### src/rtl/usb_buffer_pkg.sv
// Shared types and constants for the USB buffer arbiter.
// Holds the FSM state enum, the 3-bit mode encodings and the default DEPTH.
package usb_buffer_pkg;
    localparam int DEPTH_DEF = 64;

    localparam logic [2:0] MODE_IDLE     = 3'd0;
    localparam logic [2:0] MODE_TX_FILL  = 3'd1;
    localparam logic [2:0] MODE_TX_SEND  = 3'd2;
    localparam logic [2:0] MODE_RX_FILL  = 3'd3;
    localparam logic [2:0] MODE_RX_DRAIN = 3'd4;
    localparam logic [2:0] MODE_FLUSH    = 3'd5;

    typedef enum logic [2:0] {
        ST_IDLE     = MODE_IDLE,
        ST_TX_FILL  = MODE_TX_FILL,
        ST_TX_SEND  = MODE_TX_SEND,
        ST_RX_FILL  = MODE_RX_FILL,
        ST_RX_DRAIN = MODE_RX_DRAIN,
        ST_FLUSH    = MODE_FLUSH
    } state_e;
endpackage

### src/rtl/usb_buffer_arbiter_if.sv
// Bus between the arbiter and its environment (host, USB TX/RX engines, buffer).
// master = arbiter side, slave = environment side.
interface usb_buffer_arbiter_if;
    logic       host_wr_req;
    logic [7:0] host_wr_data;
    logic       host_rd_req;
    logic       host_flush;
    logic       tx_get_req;
    logic       tx_packet_done;
    logic       rx_put_req;
    logic [7:0] rx_put_data;
    logic       rx_packet_done;
    logic [6:0] Buffer_Occupancy;

    logic       Store_TX_Data;
    logic       Store_RX_Packet_Data;
    logic       Get_TX_Packet_Data;
    logic       Get_RX_Data;
    logic [7:0] TX_Data;
    logic [7:0] RX_Packet_Data;
    logic       flush;
    logic       host_grant;
    logic       usb_grant;
    logic [2:0] mode;
    logic       err;
    logic [3:0] err_count;

    modport master (
        input  host_wr_req, host_wr_data, host_rd_req, host_flush,
               tx_get_req, tx_packet_done, rx_put_req, rx_put_data,
               rx_packet_done, Buffer_Occupancy,
        output Store_TX_Data, Store_RX_Packet_Data, Get_TX_Packet_Data,
               Get_RX_Data, TX_Data, RX_Packet_Data, flush, host_grant,
               usb_grant, mode, err, err_count
    );

    modport slave (
        output host_wr_req, host_wr_data, host_rd_req, host_flush,
               tx_get_req, tx_packet_done, rx_put_req, rx_put_data,
               rx_packet_done, Buffer_Occupancy,
        input  Store_TX_Data, Store_RX_Packet_Data, Get_TX_Packet_Data,
               Get_RX_Data, TX_Data, RX_Packet_Data, flush, host_grant,
               usb_grant, mode, err, err_count
    );
endinterface

### src/rtl/usb_arb_timeout_counter.sv
// Idle-cycle counter for the arbiter's stall timeout.
// expire is high in the TIMEOUT-th consecutive enabled cycle; clear wins over enable.
module usb_arb_timeout_counter #(
    parameter int TIMEOUT = 255
) (
    input  logic clk,
    input  logic n_rst,
    input  logic i_clear,
    input  logic i_enable,
    output logic o_expire
);
    localparam int W = (TIMEOUT < 2) ? 1 : $clog2(TIMEOUT + 1);

    logic [W-1:0] r_cnt;

    assign o_expire = i_enable && (r_cnt == W'(TIMEOUT - 1));

    // Count consecutive idle cycles, restart on clear
    always_ff @(posedge clk or negedge n_rst) begin
        if (!n_rst)          r_cnt <= '0;
        else if (i_clear)    r_cnt <= '0;
        else if (i_enable)   r_cnt <= r_cnt + W'(1);
    end
endmodule

### src/rtl/usb_buffer_arbiter.sv
// USB buffer arbiter: steers one shared byte buffer between host and USB engines.
// Strobes/grants are combinational from state and inputs; state, err, err_count registered.
// Optional stall timeout in TX_SEND / RX_FILL: define USB_BUF_ARB_TIMEOUT_EN.
module usb_buffer_arbiter
    import usb_buffer_pkg::*;
#(
    parameter int DEPTH   = DEPTH_DEF,
    parameter int TIMEOUT = 255
) (
    input  logic                  clk,
    input  logic                  n_rst,
    usb_buffer_arbiter_if.master  bus
);
    localparam logic [6:0] DEPTH_W = 7'(DEPTH);

    state_e     r_state;
    state_e     w_next;
    logic       r_err;
    logic [3:0] r_err_count;

    logic       w_full, w_empty;
    logic       w_st_tx, w_st_rx, w_get_tx, w_get_rx;
    logic [7:0] w_tx_data, w_rx_data;
    logic       w_host_grant, w_usb_grant;
    logic       w_refuse;
    logic       w_expire;

    assign w_full  = (bus.Buffer_Occupancy >= DEPTH_W);
    assign w_empty = (bus.Buffer_Occupancy == 7'd0);

    // Per-state grant/strobe decode and next-state selection
    always_comb begin
        w_next       = r_state;
        w_st_tx      = 1'b0;
        w_st_rx      = 1'b0;
        w_get_tx     = 1'b0;
        w_get_rx     = 1'b0;
        w_tx_data    = 8'h00;
        w_rx_data    = 8'h00;
        w_host_grant = 1'b0;
        w_usb_grant  = 1'b0;
        w_refuse     = 1'b0;
        if (bus.host_flush) begin
            // abort beats everything and issues no strobe
            w_next = ST_FLUSH;
        end else begin
            case (r_state)
                ST_IDLE: begin
                    if (bus.rx_put_req)       w_next = ST_RX_FILL;
                    else if (bus.host_wr_req) w_next = ST_TX_FILL;
                end
                ST_TX_FILL: begin
                    if (bus.host_wr_req) begin
                        if (!w_full) begin
                            w_st_tx      = 1'b1;
                            w_tx_data    = bus.host_wr_data;
                            w_host_grant = 1'b1;
                        end else begin
                            w_refuse = 1'b1;
                        end
                    end
                    if (bus.tx_get_req) w_next = ST_TX_SEND;
                end
                ST_TX_SEND: begin
                    if (bus.tx_get_req) begin
                        if (!w_empty) begin
                            w_get_tx    = 1'b1;
                            w_usb_grant = 1'b1;
                        end else begin
                            w_refuse = 1'b1;
                        end
                    end
                    if (bus.tx_packet_done || w_expire) w_next = ST_FLUSH;
                end
                ST_RX_FILL: begin
                    if (bus.rx_put_req) begin
                        if (!w_full) begin
                            w_st_rx     = 1'b1;
                            w_rx_data   = bus.rx_put_data;
                            w_usb_grant = 1'b1;
                        end else begin
                            w_refuse = 1'b1;
                        end
                    end
                    if (w_expire)                w_next = ST_FLUSH;
                    else if (bus.rx_packet_done) w_next = ST_RX_DRAIN;
                end
                ST_RX_DRAIN: begin
                    if (bus.host_rd_req) begin
                        if (!w_empty) begin
                            w_get_rx     = 1'b1;
                            w_host_grant = 1'b1;
                        end else begin
                            w_refuse = 1'b1;
                        end
                    end else if (w_empty) begin
                        w_next = ST_IDLE;
                    end
                end
                ST_FLUSH: w_next = ST_IDLE;
                default:  w_next = ST_IDLE;
            endcase
        end
    end

`ifdef USB_BUF_ARB_TIMEOUT_EN
    logic w_to_en, w_to_clr;

    // idle cycles only accrue in the two states that wait on the USB engine
    assign w_to_en  = (r_state == ST_TX_SEND || r_state == ST_RX_FILL) &&
                      !w_usb_grant && !bus.host_flush;
    assign w_to_clr = w_usb_grant || (w_next != r_state);

    usb_arb_timeout_counter #(.TIMEOUT(TIMEOUT)) u_timeout (
        .clk      (clk),
        .n_rst    (n_rst),
        .i_clear  (w_to_clr),
        .i_enable (w_to_en),
        .o_expire (w_expire)
    );
`else
    assign w_expire = 1'b0;
`endif

    // State register plus error pulse and saturating error count
    always_ff @(posedge clk or negedge n_rst) begin
        if (!n_rst) begin
            r_state     <= ST_IDLE;
            r_err       <= 1'b0;
            r_err_count <= 4'd0;
        end else begin
            r_state <= w_next;
            r_err   <= w_refuse || w_expire;
            if ((w_refuse || w_expire) && r_err_count != 4'hF)
                r_err_count <= r_err_count + 4'd1;
        end
    end

    assign bus.Store_TX_Data        = w_st_tx;
    assign bus.Store_RX_Packet_Data = w_st_rx;
    assign bus.Get_TX_Packet_Data   = w_get_tx;
    assign bus.Get_RX_Data          = w_get_rx;
    assign bus.TX_Data              = w_tx_data;
    assign bus.RX_Packet_Data       = w_rx_data;
    assign bus.host_grant           = w_host_grant;
    assign bus.usb_grant            = w_usb_grant;
    assign bus.flush                = (r_state == ST_FLUSH);
    assign bus.mode                 = r_state;
    assign bus.err                  = r_err;
    assign bus.err_count            = r_err_count;
endmodule

### src/flat_wrapper.sv
// flat-port wrapper written by rule: the top's interface ports become plain ports
module usb_buffer_arbiter_flat import usb_buffer_pkg::*;
#(
    parameter int DEPTH   = DEPTH_DEF,
    parameter int TIMEOUT = 255
)
  (clk, n_rst, bus_host_wr_req, bus_host_wr_data, bus_host_rd_req, bus_host_flush, bus_tx_get_req, bus_tx_packet_done, bus_rx_put_req, bus_rx_put_data, bus_rx_packet_done, bus_Buffer_Occupancy, bus_Store_TX_Data, bus_Store_RX_Packet_Data, bus_Get_TX_Packet_Data, bus_Get_RX_Data, bus_TX_Data, bus_RX_Packet_Data, bus_flush, bus_host_grant, bus_usb_grant, bus_mode, bus_err, bus_err_count);
  usb_buffer_arbiter_if bus_i ();
  input  logic clk;
  input  logic n_rst;
  input wire logic [$bits(bus_i.host_wr_req)-1:0] bus_host_wr_req;
  input wire logic [$bits(bus_i.host_wr_data)-1:0] bus_host_wr_data;
  input wire logic [$bits(bus_i.host_rd_req)-1:0] bus_host_rd_req;
  input wire logic [$bits(bus_i.host_flush)-1:0] bus_host_flush;
  input wire logic [$bits(bus_i.tx_get_req)-1:0] bus_tx_get_req;
  input wire logic [$bits(bus_i.tx_packet_done)-1:0] bus_tx_packet_done;
  input wire logic [$bits(bus_i.rx_put_req)-1:0] bus_rx_put_req;
  input wire logic [$bits(bus_i.rx_put_data)-1:0] bus_rx_put_data;
  input wire logic [$bits(bus_i.rx_packet_done)-1:0] bus_rx_packet_done;
  input wire logic [$bits(bus_i.Buffer_Occupancy)-1:0] bus_Buffer_Occupancy;
  output wire logic [$bits(bus_i.Store_TX_Data)-1:0] bus_Store_TX_Data;
  output wire logic [$bits(bus_i.Store_RX_Packet_Data)-1:0] bus_Store_RX_Packet_Data;
  output wire logic [$bits(bus_i.Get_TX_Packet_Data)-1:0] bus_Get_TX_Packet_Data;
  output wire logic [$bits(bus_i.Get_RX_Data)-1:0] bus_Get_RX_Data;
  output wire logic [$bits(bus_i.TX_Data)-1:0] bus_TX_Data;
  output wire logic [$bits(bus_i.RX_Packet_Data)-1:0] bus_RX_Packet_Data;
  output wire logic [$bits(bus_i.flush)-1:0] bus_flush;
  output wire logic [$bits(bus_i.host_grant)-1:0] bus_host_grant;
  output wire logic [$bits(bus_i.usb_grant)-1:0] bus_usb_grant;
  output wire logic [$bits(bus_i.mode)-1:0] bus_mode;
  output wire logic [$bits(bus_i.err)-1:0] bus_err;
  output wire logic [$bits(bus_i.err_count)-1:0] bus_err_count;
  assign bus_i.host_wr_req = bus_host_wr_req;
  assign bus_i.host_wr_data = bus_host_wr_data;
  assign bus_i.host_rd_req = bus_host_rd_req;
  assign bus_i.host_flush = bus_host_flush;
  assign bus_i.tx_get_req = bus_tx_get_req;
  assign bus_i.tx_packet_done = bus_tx_packet_done;
  assign bus_i.rx_put_req = bus_rx_put_req;
  assign bus_i.rx_put_data = bus_rx_put_data;
  assign bus_i.rx_packet_done = bus_rx_packet_done;
  assign bus_i.Buffer_Occupancy = bus_Buffer_Occupancy;
  assign bus_Store_TX_Data = bus_i.Store_TX_Data;
  assign bus_Store_RX_Packet_Data = bus_i.Store_RX_Packet_Data;
  assign bus_Get_TX_Packet_Data = bus_i.Get_TX_Packet_Data;
  assign bus_Get_RX_Data = bus_i.Get_RX_Data;
  assign bus_TX_Data = bus_i.TX_Data;
  assign bus_RX_Packet_Data = bus_i.RX_Packet_Data;
  assign bus_flush = bus_i.flush;
  assign bus_host_grant = bus_i.host_grant;
  assign bus_usb_grant = bus_i.usb_grant;
  assign bus_mode = bus_i.mode;
  assign bus_err = bus_i.err;
  assign bus_err_count = bus_i.err_count;
  usb_buffer_arbiter #(.DEPTH(DEPTH), .TIMEOUT(TIMEOUT)) u_core (.clk(clk), .n_rst(n_rst), .bus(bus_i));
endmodule
### config.mk
export PLATFORM = sky130hd
export DESIGN_NAME = usb_buffer_arbiter_flat
export DESIGN_NICKNAME = d
export VERILOG_FILES = /design/src/rtl/usb_buffer_pkg.sv /design/src/rtl/usb_buffer_arbiter_if.sv /design/src/rtl/usb_arb_timeout_counter.sv /design/src/rtl/usb_buffer_arbiter.sv /design/src/flat_wrapper.sv
export SDC_FILE = /design/constraint.sdc
export NUM_CORES = 1
export LEC_CHECK = 0
export ABC_AREA = 0
export BUFFER_PORTS_ARGS = -buffer_cell sky130_fd_sc_hd__buf_2
export CORE_MARGIN = 4
export CORE_UTILIZATION = 33
export CTS_CLUSTER_DIAMETER = 100
export DETAILED_ROUTE_END_ITERATION = 7
export PLACE_DENSITY = 0.83
export SLEW_MARGIN = 10
export SYNTH_ARGS = -nofsm -noshare
export SYNTH_HDL_FRONTEND = slang
export SYNTH_SLANG_ARGS = --single-unit
### constraint.sdc
create_clock -name clk -period 1.6 [get_ports clk]
set_input_delay 0.24 -clock clk [delete_from_list [all_inputs] [get_ports clk]]
set_output_delay 0.24 -clock clk [all_outputs]
set_load 0.1 [all_outputs]
==> results.md, run 1 <==
- The flow ran to the end, but the final reports show violations.
- The final reports fail on negative setup slack.
- The shortest clock period the worst path allows after layout is 2.05 ns.
- At the worst endpoint, the arrival time is 1.81 ns.
- The die is 54.9 um tall.
- The HPWL after detailed placement is ~2.7 mm.
- The initial antenna violation count was 0.
- The endpoint identified for the worst register-to-register timing path is u_core.bus.err_count[1]$_DFFE_PN0P_.
- The global placer's final weighted congestion is 0.818.
- The total DRC errors in the routed layout is 0.
- In this design, the stage delay of the slowest critical-path cell is 0.50 ns.
- The worst clock skew is 0.00962 ns.
- Static timing analysis puts the maximum clock frequency at 487 MHz.
- In this run the mean area of a mapped cell was roughly 9 um^2.
- TritonCTS built the clock tree.
- The count of yosys warnings during synthesis is 0.
- The xor/xnor share of the synthesized area is 1.21%.
- By area, the combinational part of the netlist is dominated by simple AND/OR/NAND/NOR gates.
- The placed instance area is 1580 um^2.
- The number of antenna cells inserted is 0.
- Compared with the post-synthesis result, the final layout area differs by 153%.
- The worst setup slack after placement is -0.354 ns.
- The number of enable flip-flop cells after synthesis is 0.
- The fraction of layout cells with a size suffix above 1 is 83.1%.
- The launch instance of the worst register-to-register path is u_core.bus.mode[2]$_DFFE_PN0P_.
- The clock latency on the worst-skew pair is 0.26 ns.
- The worst setup path is launched from a flip-flop.
- STA classifies the critical path endpoint as a primary output.
- The number of clock buffers added by TritonCTS is 3.
- In this design, the critical path's most frequently occurring cell is buf_4.
- The floorplan has 16 rows.
- The count of port buffers added during placement is 62.
- The I/O pin total is 63.
- Across the VDD grid, the largest voltage drop is 1.39 mV.
- The overflow left after global routing is 0.
- The setup TNS after final layout is -10.45 ns.
- The area of the mapped netlist is 724 um^2.
- The ratio of total power to cell area is approximately 700 nW/um^2.
- After synthesis, the share of cell area in mux cells is 9.67%.
- Entering global routing, the biggest net connects 10 pins.
- Setup repair after global routing could not meet its margin everywhere.
- The part of the Yosys area used for sequential elements is 27.6%.
- The synthesized design devotes to its leading area cell type 27.6% of total area.
- Synthesis inferred 8 register bits.
- The leakage power figure is 0.827 nW.
- The highest-delay cell along the critical path is dfrtp_4.
- The number of DRC violations after detailed-routing iteration 0 is 12.
- The worst setup path is of the reg2out kind.
- By count the netlist is led by and2_1, dfrtp_1, nor2_1.
- The residual antenna-violating net count after detailed routing is 0.
- The via count is 1047.
- After Yosys synthesis, full adders, half adders and majority gates account for 1.73% of the synthesized area.
- The final max-slew violation count is 0.
- The maximum buffer depth of the clock tree is 2.
- The worst hold slack is 0.347 ns.
- The min-delay analysis places its worst path in the category in2async.
- Power comes to 0.00128 W.
- Across all setup checks in the final design, the least slack found is -0.455 ns.
- The clock transition at the registers of the reported paths is 0.06 ns.
- Among all flip-flop cells after synthesis, the most frequent one is dfrtp_1.
- The final number of hold-violating endpoints is 0.
- The most critical setup path has its endpoint at bus_usb_grant.
- Traced cell by cell, the critical path runs through buf_4 -> buf_4 -> nor2b_4 -> nand2_2 -> nor4_4 -> or2_4 -> buf_12.
- The final non-filler cell area is 1830 um^2.
- The number of global-route vias before repair came to between 1000 and 1500.
- The detail-routed via count per cell is 5.42.
- The first-pass detailed-route iteration total is 4.
- In this run the number of H-tree levels came out at 1.
- The total length of routed wires is between 4 and 5 mm.
- Global routing used 29.8% of the available tracks across all layers.
- The most common cell in the synthesized netlist is and2_1.
- The total nets after synthesis is between 100 and 150.
- The number of distinct library cells after synthesis is 36.
- Once the floorplan was initialized, standard cells occupied a little over a third of the core.
- The number of cell instances on the worst register-to-register path is 6.
- The routed length per instance is 22.5 um.
- The cell at the root of the clock tree is clkbuf_4.
- The post-synthesis cell count is 80.
- The die outline area is 3010 um^2.
- Summing the areas of all compound-gate instances in the mapped netlist gives 13.0% of the synthesized area.
- The number of sinks driven by the clock tree is 8.
- The slew at the pin closest to its max-slew limit is roughly 0.5 ns.
- The most area-hungry cell type in the Yosys netlist is dfrtp_1.
- The overall die width is 54.9 um.
- In this run the worst setup path begins at u_core.bus.mode[2]$_DFFE_PN0P_.
- The synthesized-area fraction occupied by and/or/nand/nor cells is a little over two fifths.
- By area the synthesized netlist is led by dfrtp_1, and2_1, mux2_2, nand4bb_4, nor2_1.
- The worst pin sits at a relative slew slack of 66.5%.
- The wire length of the first global-routing pass is about 6 mm.
- The net count of the finished layout is 200.
- The required time reported for the critical path endpoint is 1.36 ns.
- The part of the cycle the worst path needs is 128%.
- Across all register-to-register paths, the minimum setup slack is -0.31 ns.
- After floorplanning, the core was sized to cover 2020 um^2.
- The number of setup violations in the final report is 28.
- The post-synthesis async set-or-reset flop share is 100%.
- Along the worst path, the maximum fanout reaches 3.
- The tool flagged a number of max-cap violations equal to 0.
## worst max-delay path, delay by kind of cell (launching register included)
kind	cells	cell delay, ns
AND/OR/NAND/NOR	4	0.59
flip-flops	1	0.50
buffers and inverters	3	0.46
## worst min path at each step
stage,start,endpoint,slack (ns),cells after the start
floorplan,n_rst,u_core.bus.err$_DFF_PN0_,-0.06,0
global placement,n_rst,u_core.bus.err_count[3]$_DFFE_PN0P_,0.08,1
detailed placement,n_rst,u_core.bus.err_count[2]$_DFFE_PN0P_,0.09,1
CTS,n_rst,u_core.bus.mode[0]$_DFFE_PN0P_,0.35,2
global route,n_rst,u_core.bus.mode[0]$_DFFE_PN0P_,0.36,2
finish,n_rst,u_core.bus.mode[0]$_DFFE_PN0P_,0.35,2
## flip-flops by register name (all words and copies together), names as in the netlist
name	cells
u_core.bus.mode	3
u_core.bus.err_count	4
u_core.bus.err	1
## per-stage QoR
step | utilization (%) | std cells
floorplan | - | 80
global placement | 77.9 | 179
detailed placement | 77.9 | 179
CTS | 88.1 | 191
global route | 90.7 | 193
finish | 90.7 | 193
## repair_timing
item                                   4_1_cts  5_1_grt
pin swaps                                   17        4
endpoints found under the hold margin        8        0
setup endpoints to repair                   27       31
cloned                                       1        0
setup buffers                                6        2
resized for setup                           26       11
hold buffers                                 1        0
## cells by family after synthesis
family	after synthesis
buf+inv	8
simple gates	46
fa+ha+maj	1
mux	6
compound gates	10
flops	8
xor+xnor	1
## routing by layer
| metal | GRT usage, % | routed length (um) | vias to the layer above | share of wire, % |
|---|---|---|---|---|
| met5 | 0 | 0 | - | 0 |
| met4 | 15.4 | 179 | 0 | 4.1 |
| met3 | 7.36 | 480 | 16 | 11 |
| met2 | 56.3 | 2270 | 82 | 52 |
| met1 | 29.4 | 1410 | 486 | 33 |
| li1 | - | - | 463 | - |
## power breakdown
group	internal (W)	switching [W]
clock network	0.0000958	0.0000754
logic	0.000259	0.000532
registers	0.000252	0.0000618
## cell usage in the layout, fill, tap and decap left out, types with 2 or more instances in the layout
master / n
buf_12: 24
clkbuf_4: 4
nand4bb_4: 2
buf_2: 36
dfrtp_4: 3
nor2_1: 6
inv_1: 2
nor4_4: 2
o21ai_2: 3
and2_4: 16
nor3_1: 2
nand2b_1: 2
mux2_2: 4
dfrtp_1: 3
or2_4: 2
dfrtp_2: 2
buf_4: 19
buf_6: 7
## final cells by class
class / count / area (um^2)
flip-flops and latches: 8 / 214
repair buffers: 88 / 900
clock buffers: 4 / 26.3
fillers: 93 / 188
well taps: 27 / 33.8
inverters: 2 / 7.51
multi-input cells: 64 / 653
Note: power is estimated with default switching activity, not from simulation.
==> inputs of run 2 (changes only) <==
--- a/config.mk
+++ b/config.mk
@@ -5,13 +5,13 @@
 export SDC_FILE = /design/constraint.sdc
 export NUM_CORES = 1
 export LEC_CHECK = 0
-export ABC_AREA = 0
+export ABC_AREA = 1
 export BUFFER_PORTS_ARGS = -buffer_cell sky130_fd_sc_hd__buf_2
 export CORE_MARGIN = 4
-export CORE_UTILIZATION = 33
+export CORE_UTILIZATION = 36
 export CTS_CLUSTER_DIAMETER = 100
 export DETAILED_ROUTE_END_ITERATION = 7
-export PLACE_DENSITY = 0.83
+export PLACE_DENSITY = 0.84
 export SLEW_MARGIN = 10
 export SYNTH_ARGS = -nofsm -noshare
 export SYNTH_HDL_FRONTEND = slang
==> run 2 against run 1 <==
Effect of this change:
- the run still ends with negative setup slack left
- design area increased by 11%
- critical path depth is 2 higher
- area after synthesis grew 21%
- clock-buffer cell count stayed put
- total power up 110%
- register-to-register slack gained 0.24 ns
- highest routed layer unchanged
- combinational power rose to 2.6 times the previous value
- synthesized cell count grew 81%
- sequential share of layout area decreased by 1.0 points
- sequential power up 30%
- critical path type unchanged
- largest power group unchanged
- worst hold slack gained 0.012 ns
==> results.md, run 2 <==
- From synthesis to final layout, the design area changed by 131%.
- The clock network fraction of design power was 6.5% (-6.9 points).
- The number of setup violations in the final report is 23 (-18%).
- The ratio of total power to cell area is 1320 nW/um^2 (+90%).
- The sequential cell area is 216 um^2 (+1.2%).
- The cell family contributing the most delay on the critical path is buffers and inverters.
- The total nets after synthesis is 178 (+58%).
- The cell that appears most often on the critical path is nor2_4.
- The switching share of power is 60.5% (+8.0 points).
- The maximum buffer depth of the clock tree is 2 (unchanged).
- The post-synthesis async set-or-reset flop share was 100% (unchanged).
- The total internal power is 0.00106 W (+74%).
- The worst setup path is launched from a flip-flop.
- The I/O pin total is 63 (unchanged).
- The clock transition at the registers of the reported paths is 0.06 ns (about the same).
- The number of global-route vias before repair is 1299 (+15%).
- The remaining max-slew budget at the tightest pin is 67.5% (+1.0 points).
- The total DRC errors in the routed layout came to 0 (unchanged).
- The post-layout total power is 0.00268 W (+110%).
- The most area-hungry cell type in the Yosys netlist is dfrtp_1.
- The leakage power figure is 1.04 nW (+25%).
- The flip-flop count of the largest register, all copies and words added is 4 (unchanged).
- By area the synthesized netlist is led by dfrtp_1, nand2_1, inv_1, nor2_1, nand3_1.
- The worst ir drop on vdd is 1.95 mV (+41%).
- The slew at the pin closest to its max-slew limit is 0.491 ns (-0.0152 ns).
- The HPWL after detailed placement was 2.69 mm (+0.74%).
- The number of levels the H-tree was split into came to 1 (unchanged).
- The overflow left after global routing is 0 (unchanged).
- The part of the total power dissipated in sequential elements is 15.3% (-9.3 points).
- The portion of synthesized cell area occupied by the leading cell type is 22.8% (-4.8 points).
- The TritonCTS buffer count is 3 (unchanged).
- The maximum number of pins on one net before global-route repair was 13 (+3).
- The critical path is of the reg2out type.
- The final number of hold-violating endpoints is 0 (unchanged).
- The area of the mapped netlist is 878 um^2 (+21%).
- The number of distinct library cells after synthesis came to 26 (-28%).
- Setup repair after global routing could not meet its margin everywhere.
- The library cell used most frequently in the layout, excluding fill and tap cells, is buf_2.
- The required time reported for the critical path endpoint is 1.36 ns (about the same).
- The highest-delay cell along the critical path is dfrtp_4.
- The via count is 1354 (+29%).
- The worst min-delay path category is in2async.
- The number of DRC violations after detailed-routing iteration 0 came to 58 (+46).
- The final-stage net count was 269 (+35%).
- The nature of the critical path endpoint is a primary output.
- The initial antenna violation count is 0 (unchanged).
- The number of max-capacitance violations reported is 0 (unchanged).
- Leaving out fill and tap cells, the most frequent cells in the layout are buf_2, nand2_1, inv_1.
- The area of the core is 2280 um^2 (+13%).
- The global routing usage summed across all routing layers is 22.4% (-7.5 points).
- The part of the Yosys area used for sequential elements is 22.8% (-4.8 points).
- The die boundary height was 57.4 um (+4.6%).
- The number of enable flip-flop cells after synthesis is 0 (unchanged).
- The global placer's final weighted congestion is 0.854 (+4.4%).
- The wire length of the first global-routing pass is 5.90 mm (-1.5%).
- The part of the cycle the worst path needs is 122% (-6.4 points).
- The die outline area is 3290 um^2 (+9.5%).
- The overall die width is 57.4 um (+4.6%).
- The checks that failed: negative setup slack.
- The fill cell instance count of the final layout came to 99 (+6.5%).
- The critical path buffer and inverter count is 5 (+2).
- The flip-flop and latch count after synthesis was 8 (unchanged).
- The run finished, with violations left.
- The number of antenna cells inserted is 0 (unchanged).
- By count the netlist is led by nand2_1, inv_1, nor2_1.
- The cell total after placement is 248 (+39%).
- The switching power total is 0.00162 W (+140%).
- The CTS tree is built.
- The largest stage delay on the critical path came to 0.50 ns (about the same).
- The first-pass detailed-route iteration total came to 4 (unchanged).
- The number of sinks driven by the clock tree is 8 (unchanged).
- The worst hold slack is 0.359 ns (+0.0120 ns).
- The highest attainable clock frequency is 512 MHz (+5.2%).
- The count of yosys warnings during synthesis is 0 (unchanged).
- The post-layout instance count excluding filler cells came to 263 (+36%).
- The count of port buffers added during placement came to 62 (unchanged).
- The flip-flop cell with the highest count after synthesis is dfrtp_1.
- The detail-routed via count per cell was 5.15 (-5.1%).
- The multi-input combinational cell area is 747 um^2 (+14%).
- The setup slack of the critical path after layout is -0.352 ns (+0.102 ns).
- The post-synthesis cell count is 145 (+81%).
- The total length of routed wires is 4.13 mm (-4.8%).
- The starting density of the core is 38.6% (+2.8 points).
- The residual antenna-violating net count after detailed routing was 0 (unchanged).
- The cell at the root of the clock tree is clkbuf_4.
- The shortest clock period the worst path allows after layout came to 1.95 ns (-0.102 ns).
- nand2_1 is the most common cell in the netlist.
- The final max-slew violation count came to 0 (unchanged).
- The worst clock skew came to 0.00337 ns (-0.00625 ns).
- The routed length per instance came to 15.7 um (-30%).
- The maximum fanout encountered on the critical timing path came to 5 (+2).
- The post-synthesis area per instance is 6.06 um^2 (-33%).
- The critical path goes through inv_4 -> nand2_4 -> nor2_4 -> inv_2 -> nor3_4 -> buf_6 -> inv_6 -> nor2_4 -> buf_12.
- The clock latency on the worst-skew pair is 0.26 ns (about the same).
- The number of cell rows is 17 (+1).
- The fraction of layout cells with a size suffix above 1 came to 63.0% (-20 points).
- The fraction of power consumed by combinational cells was 78.3% (+16 points).
- The worst path arrival time was 1.71 ns (-0.10 ns).
## run 2: changes by cell type after synthesis, sizes merged, moves of 4 or more
cell    change
nor2       +24
nand2      +32
and2       -16
nand3      +11
nor3        +5
inv        +33
clkbuf      -4
nand4       +6
mux2        -5
## run 2: kinds of logic (layout without fill, tap and decap cells)
family	Yosys count	in the layout	share of synthesized area [%]
xor+xnor	2	2	1.99
buf+inv	37	127	17.1
fa+ha+maj	1	1	1.42
compound gates	6	6	4.27
flops	8	8	22.8
simple gates	91	91	52.4
## run 2: final timing paths
kind / from / slack [ns] / end / cells after the start
setup reg to reg: u_core.bus.mode[1]$_DFFE_PN0P_ / -0.07 / u_core.bus.mode[2]$_DFFE_PN0P_ / 9
hold / removal: n_rst / 0.36 / u_core.bus.mode[2]$_DFFE_PN0P_ / 2
max in group asynchronous: n_rst / 1.05 / u_core.bus.mode[1]$_DFFE_PN0P_ / 2
min in group clk: bus_host_flush / 0.38 / u_core.bus.err$_DFF_PN0_ / 3
hold reg to reg: u_core.bus.err_count[1]$_DFFE_PN0P_ / 0.52 / u_core.bus.err_count[1]$_DFFE_PN0P_ / 2
setup / recovery: u_core.bus.mode[2]$_DFFE_PN0P_ / -0.35 / bus_TX_Data[4] / 9
## run 2: through the flow
step	setup slack, ns	setup TNS, ns	util, %	area (um^2)
2_1_floorplan	-1.30	-25.04	-	1050
3_3_place_gp	-0.0545	-0.626	80.6	1840
3_5_place_dp	-0.112	-1.33	80.6	1840
4_1_cts	-0.294	-5.79	85.4	1940
5_1_grt	-0.407	-8.49	89.2	2030
6_report	-0.352	-7.08	89.2	2030
## run 2: power by group through the flow
| stage | logic [W] | registers, W | clock network, W |
|---|---|---|---|
| after floorplan | 0.000781 | 0.000854 | 0 |
| after global placement | 0.00175 | 0.000392 | 0 |
| after detailed placement | 0.00178 | 0.000398 | 0 |
| after CTS | 0.00186 | 0.000395 | 0.000168 |
| after global routing | 0.00218 | 0.000413 | 0.000194 |
| final | 0.00209 | 0.000408 | 0.000173 |
## run 2: area by class of cell
| class | count | area share [%] |
|---|---|---|
| Clock buffer | 4 | 1.29 |
| Sequential cell | 8 | 10.7 |
| Inverter | 35 | 6.96 |
| Timing Repair inverter | 1 | 0.431 |
| Tap cell | 28 | 1.73 |
| Multi-Input combinational cell | 100 | 36.8 |
| Timing Repair Buffer | 87 | 42.1 |
## run 2: metal layers
metal | global-route usage, % | routed length (um) | vias up
met5 | 0 | 0 | -
met4 | 5.30 | 94 | 0
met3 | 4.30 | 374 | 14
met2 | 43.5 | 2230 | 101
met1 | 24.3 | 1440 | 616
li1 | - | - | 623
## run 2: timing repair
item,4_1_cts,5_1_grt
hold endpoints to repair,8,0
gates cloned,1,0
gates resized for setup,9,14
pin swaps,4,5
buffers inserted,6,4
setup endpoints to repair,22,31
hold buffers,1,0
==> inputs of run 3 (changes only) <==
--- a/config.mk
+++ b/config.mk
@@ -12,7 +12,9 @@
 export CTS_CLUSTER_DIAMETER = 100
 export DETAILED_ROUTE_END_ITERATION = 7
 export PLACE_DENSITY = 0.84
+export SKIP_LAST_GASP = 1
 export SLEW_MARGIN = 10
 export SYNTH_ARGS = -nofsm -noshare
 export SYNTH_HDL_FRONTEND = slang
 export SYNTH_SLANG_ARGS = --single-unit
+export TNS_END_PERCENT = 50
==> run 3 against run 2 <==
Effect of this change:
- first-iteration DRC count grew 5.2%
- largest cell class unchanged
- highest routed layer unchanged
- flip-flop and latch count unchanged
- critical path type unchanged
- routed wire length is 5.2% higher
- design area down 3.5%
- critical path depth unchanged
- non-clock buffer count decreased by 4
- the flow still finishes with violations (negative setup slack)
- register-to-register slack better by 0.04 ns
==> results.md, run 3 (synthesis gave the netlist of run 2 again) <==
- The flow ran to the end, but the final reports show violations.
- The checks that failed: negative setup slack.
- The area of the core is 2280 um^2 (unchanged).
- The global placer's final weighted congestion is 0.902 (+5.6%).
- The overflow left after global routing is 0 (unchanged).
- The worst register-to-register path begins at u_core.bus.mode[2]$_DFFE_PN0P_.
- The total DRC errors in the routed layout was 0 (unchanged).
- The overall die width is 57.4 um (unchanged).
- The number of max-capacitance violations reported is 0 (unchanged).
- The routed length per instance is 16.8 um (+6.8%).
- The maximum fanout encountered on the critical timing path is 5 (unchanged).
- The sequential cell area is 211 um^2 (-2.3%).
- The global routing usage summed across all routing layers came to 22.5% (+0.16 points).
- The count of port buffers added during placement was 62 (unchanged).
- The worst hold path belongs to the class in2reg.
- The total length of routed wires is 4.34 mm (+5.2%).
- The slew at the pin closest to its max-slew limit was 0.494 ns (+0.00282 ns).
- The number of DRC violations after detailed-routing iteration 0 is 61 (+5.2%).
- The library cell used most frequently in the layout, excluding fill and tap cells, is buf_2.
- The path with the worst hold slack has its endpoint at u_core.bus.err$_DFF_PN0_.
- The post-layout instance count excluding filler cells is 259 (-1.5%).
- The setup slack of the critical path after layout was -0.403 ns (-0.0504 ns).
- The number of cell rows came to 17 (unchanged).
- The final number of hold-violating endpoints is 0 (unchanged).
- The worst path arrival time is 1.76 ns (+0.05 ns).
- The startpoint identified for the worst hold timing path is bus_host_flush.
- The multi-input combinational cell area is 713 um^2 (-4.5%).
- The residual antenna-violating net count after detailed routing is 0 (unchanged).
- The capture instance of the worst register-to-register path is u_core.bus.mode[0]$_DFFE_PN0P_.
- The cell sitting at the root of the clock tree is a clkbuf_4.
- The starting density of the core is 38.6% (unchanged).
- The I/O pin total is 63 (unchanged).
- The class of the most critical setup path is reg2out.
- Leaving out fill and tap cells, the most frequent cells in the layout are buf_2, nand2_1, inv_1.
- TritonCTS built the clock tree.
- The ratio of total power to cell area is 1300 nW/um^2 (-1.2%).
- The die boundary height came to 57.4 um (unchanged).
- The part of the cycle the worst path needs is 125% (+3.1 points).
- The shortest clock period the worst path allows after layout is 2.00 ns (+0.0504 ns).
- The maximum buffer depth of the clock tree came to 2 (unchanged).
- The remaining max-slew budget at the tightest pin was 67.3% (-0.19 points).
- STA classifies the critical path startpoint as a flip-flop.
- The final max-slew violation count is 0 (unchanged).
- The required time reported for the critical path endpoint is 1.36 ns (about the same).
- The first-pass detailed-route iteration total was 4 (unchanged).
- The number of sinks driven by the clock tree was 8 (unchanged).
- The highest attainable clock frequency is 499 MHz (-2.5%).
- The detail-routed via count per cell came to 5.25 (+2.0%).
- The die outline area is 3290 um^2 (unchanged).
- Along the worst hold path, the cell count comes to 3.
- The TritonCTS buffer count is 3 (unchanged).
- The worst ir drop on vdd came to 1.62 mV (-17%).
- The cell total after placement is 248 (unchanged).
- The initial antenna violation count was 0 (unchanged).
- The number of antenna cells inserted came to 0 (unchanged).
- The maximum number of pins on one net before global-route repair came to 13 (unchanged).
- The HPWL after detailed placement came to 2.88 mm (+7.2%).
- The share of the core filled with cells came to 86.1% (-3.1 points).
- The final-stage net count is 265 (-1.5%).
- STA classifies the critical path endpoint as a primary output.
- The via count is 1360 (+0.44%).
- The synthesis-to-finish area growth is 123%.
- The number of cell instances on the worst register-to-register path is 9 (unchanged).
- Setup repair after global routing could not meet its margin everywhere.
- The wire length of the first global-routing pass is 5.91 mm (+0.24%).
- The clock transition at the registers of the reported paths is 0.06 ns (about the same).
- The fill cell instance count of the final layout is 100 (+1.0%).
- The worst clock skew is 0.00172 ns (-0.00164 ns).
- The number of levels the H-tree was split into is 1 (unchanged).
- The internal reg-to-reg setup slack is -0.03 ns (+0.04 ns).
- The number of global-route vias before repair came to 1308 (+0.69%).
- The flip-flop count of the largest register, all copies and words added is 4 (unchanged).
- The fraction of layout cells with a size suffix above 1 is 58.4% (-4.5 points).
- The number of setup violations in the final report is 25 (+8.7%).
- The leakage power figure is 1.01 nW (-2.3%).
- The clock latency on the worst-skew pair is 0.26 ns (about the same).
-- run 3: cell types whose count changed in the layout (fill, tap and decap cells not counted), moves of 3 or more --
cell     previous run  this run
nor3_2              3         0
buf_4              22        19
nor3_1              0         3
dfrtp_2             4         0
dfrtp_1             1         5
-- run 3: repair_timing --
item / 4_1_cts / 5_1_grt
hold buffers: 1 / 0
endpoints found under the setup margin: 22 / 26
pin swaps: 6 / 3
cloned: 1 / 0
buffers inserted: 2 / 3
hold endpoints to repair: 8 / 0
gates resized for setup: 10 / 8
-- run 3: metal layers --
| metal | global-route usage [%] | vias to the layer above | wire length [um] |
|---|---|---|---|
| met2 | 42.7 | 90 | 2310 |
| met4 | 11.6 | 0 | 184 |
| li1 | - | 612 | - |
| met3 | 1.81 | 22 | 305 |
| met1 | 24.3 | 636 | 1540 |
| met5 | 0 | - | 0 |
-- run 3: layout make-up --
class / instances / area share [%]
Sequential cell: 8 / 10.8
Tap cell: 28 / 1.79
Inverter: 35 / 7.34
Clock buffer: 4 / 1.34
Timing Repair inverter: 1 / 0.574
Multi-Input combinational cell: 100 / 36.4
Timing Repair Buffer: 83 / 41.8
-- run 3: how the worst max path moves through the flow --
stage / startpoint / endpoint / cells past startpoint
5_1_grt: u_core.bus.mode[2]$_DFFE_PN0P_ / bus_TX_Data[7] / 9
3_3_place_gp: u_core.bus.mode[2]$_DFFE_PN0P_ / bus_RX_Packet_Data[0] / 8
2_1_floorplan: u_core.bus.mode[1]$_DFFE_PN0P_ / bus_TX_Data[0] / 6
6_report: u_core.bus.mode[2]$_DFFE_PN0P_ / bus_TX_Data[7] / 9
3_5_place_dp: u_core.bus.mode[1]$_DFFE_PN0P_ / bus_Get_RX_Data / 6
4_1_cts: u_core.bus.mode[2]$_DFFE_PN0P_ / bus_RX_Packet_Data[2] / 8
-- run 3: power by group --
group | internal (W) | switching, W | total (W)
Combinational | 0.000585 | 0.00140 | 0.00198
Sequential | 0.000291 | 0.000104 | 0.000395
Clock | 0.0000958 | 0.0000753 | 0.000171
-- run 3: metrics by stage --
step	hold WS (ns)	setup slack (ns)	setup TNS (ns)	area, um^2	power [W]
after floorplan	-0.0556	-1.30	-26.80	1030	0.00162
after global placement	0.0898	-0.0633	-0.825	1820	0.00210
after detailed placement	0.0936	-0.176	-2.14	1820	0.00215
after CTS	0.320	-0.334	-6.34	1910	0.00239
after global routing	0.360	-0.467	-9.73	1960	0.00266
final	0.351	-0.403	-7.75	1960	0.00255
-- run 3: critical path, stage by stage (launching register included) --
cell,delay [ns]
dfrtp_4,0.50
inv_4,0.08
nand2_4,0.07
nor2_4,0.12
inv_2,0.06
nor3_4,0.13
buf_6,0.16
inv_6,0.06
nor2_4,0.12
buf_12,0.18
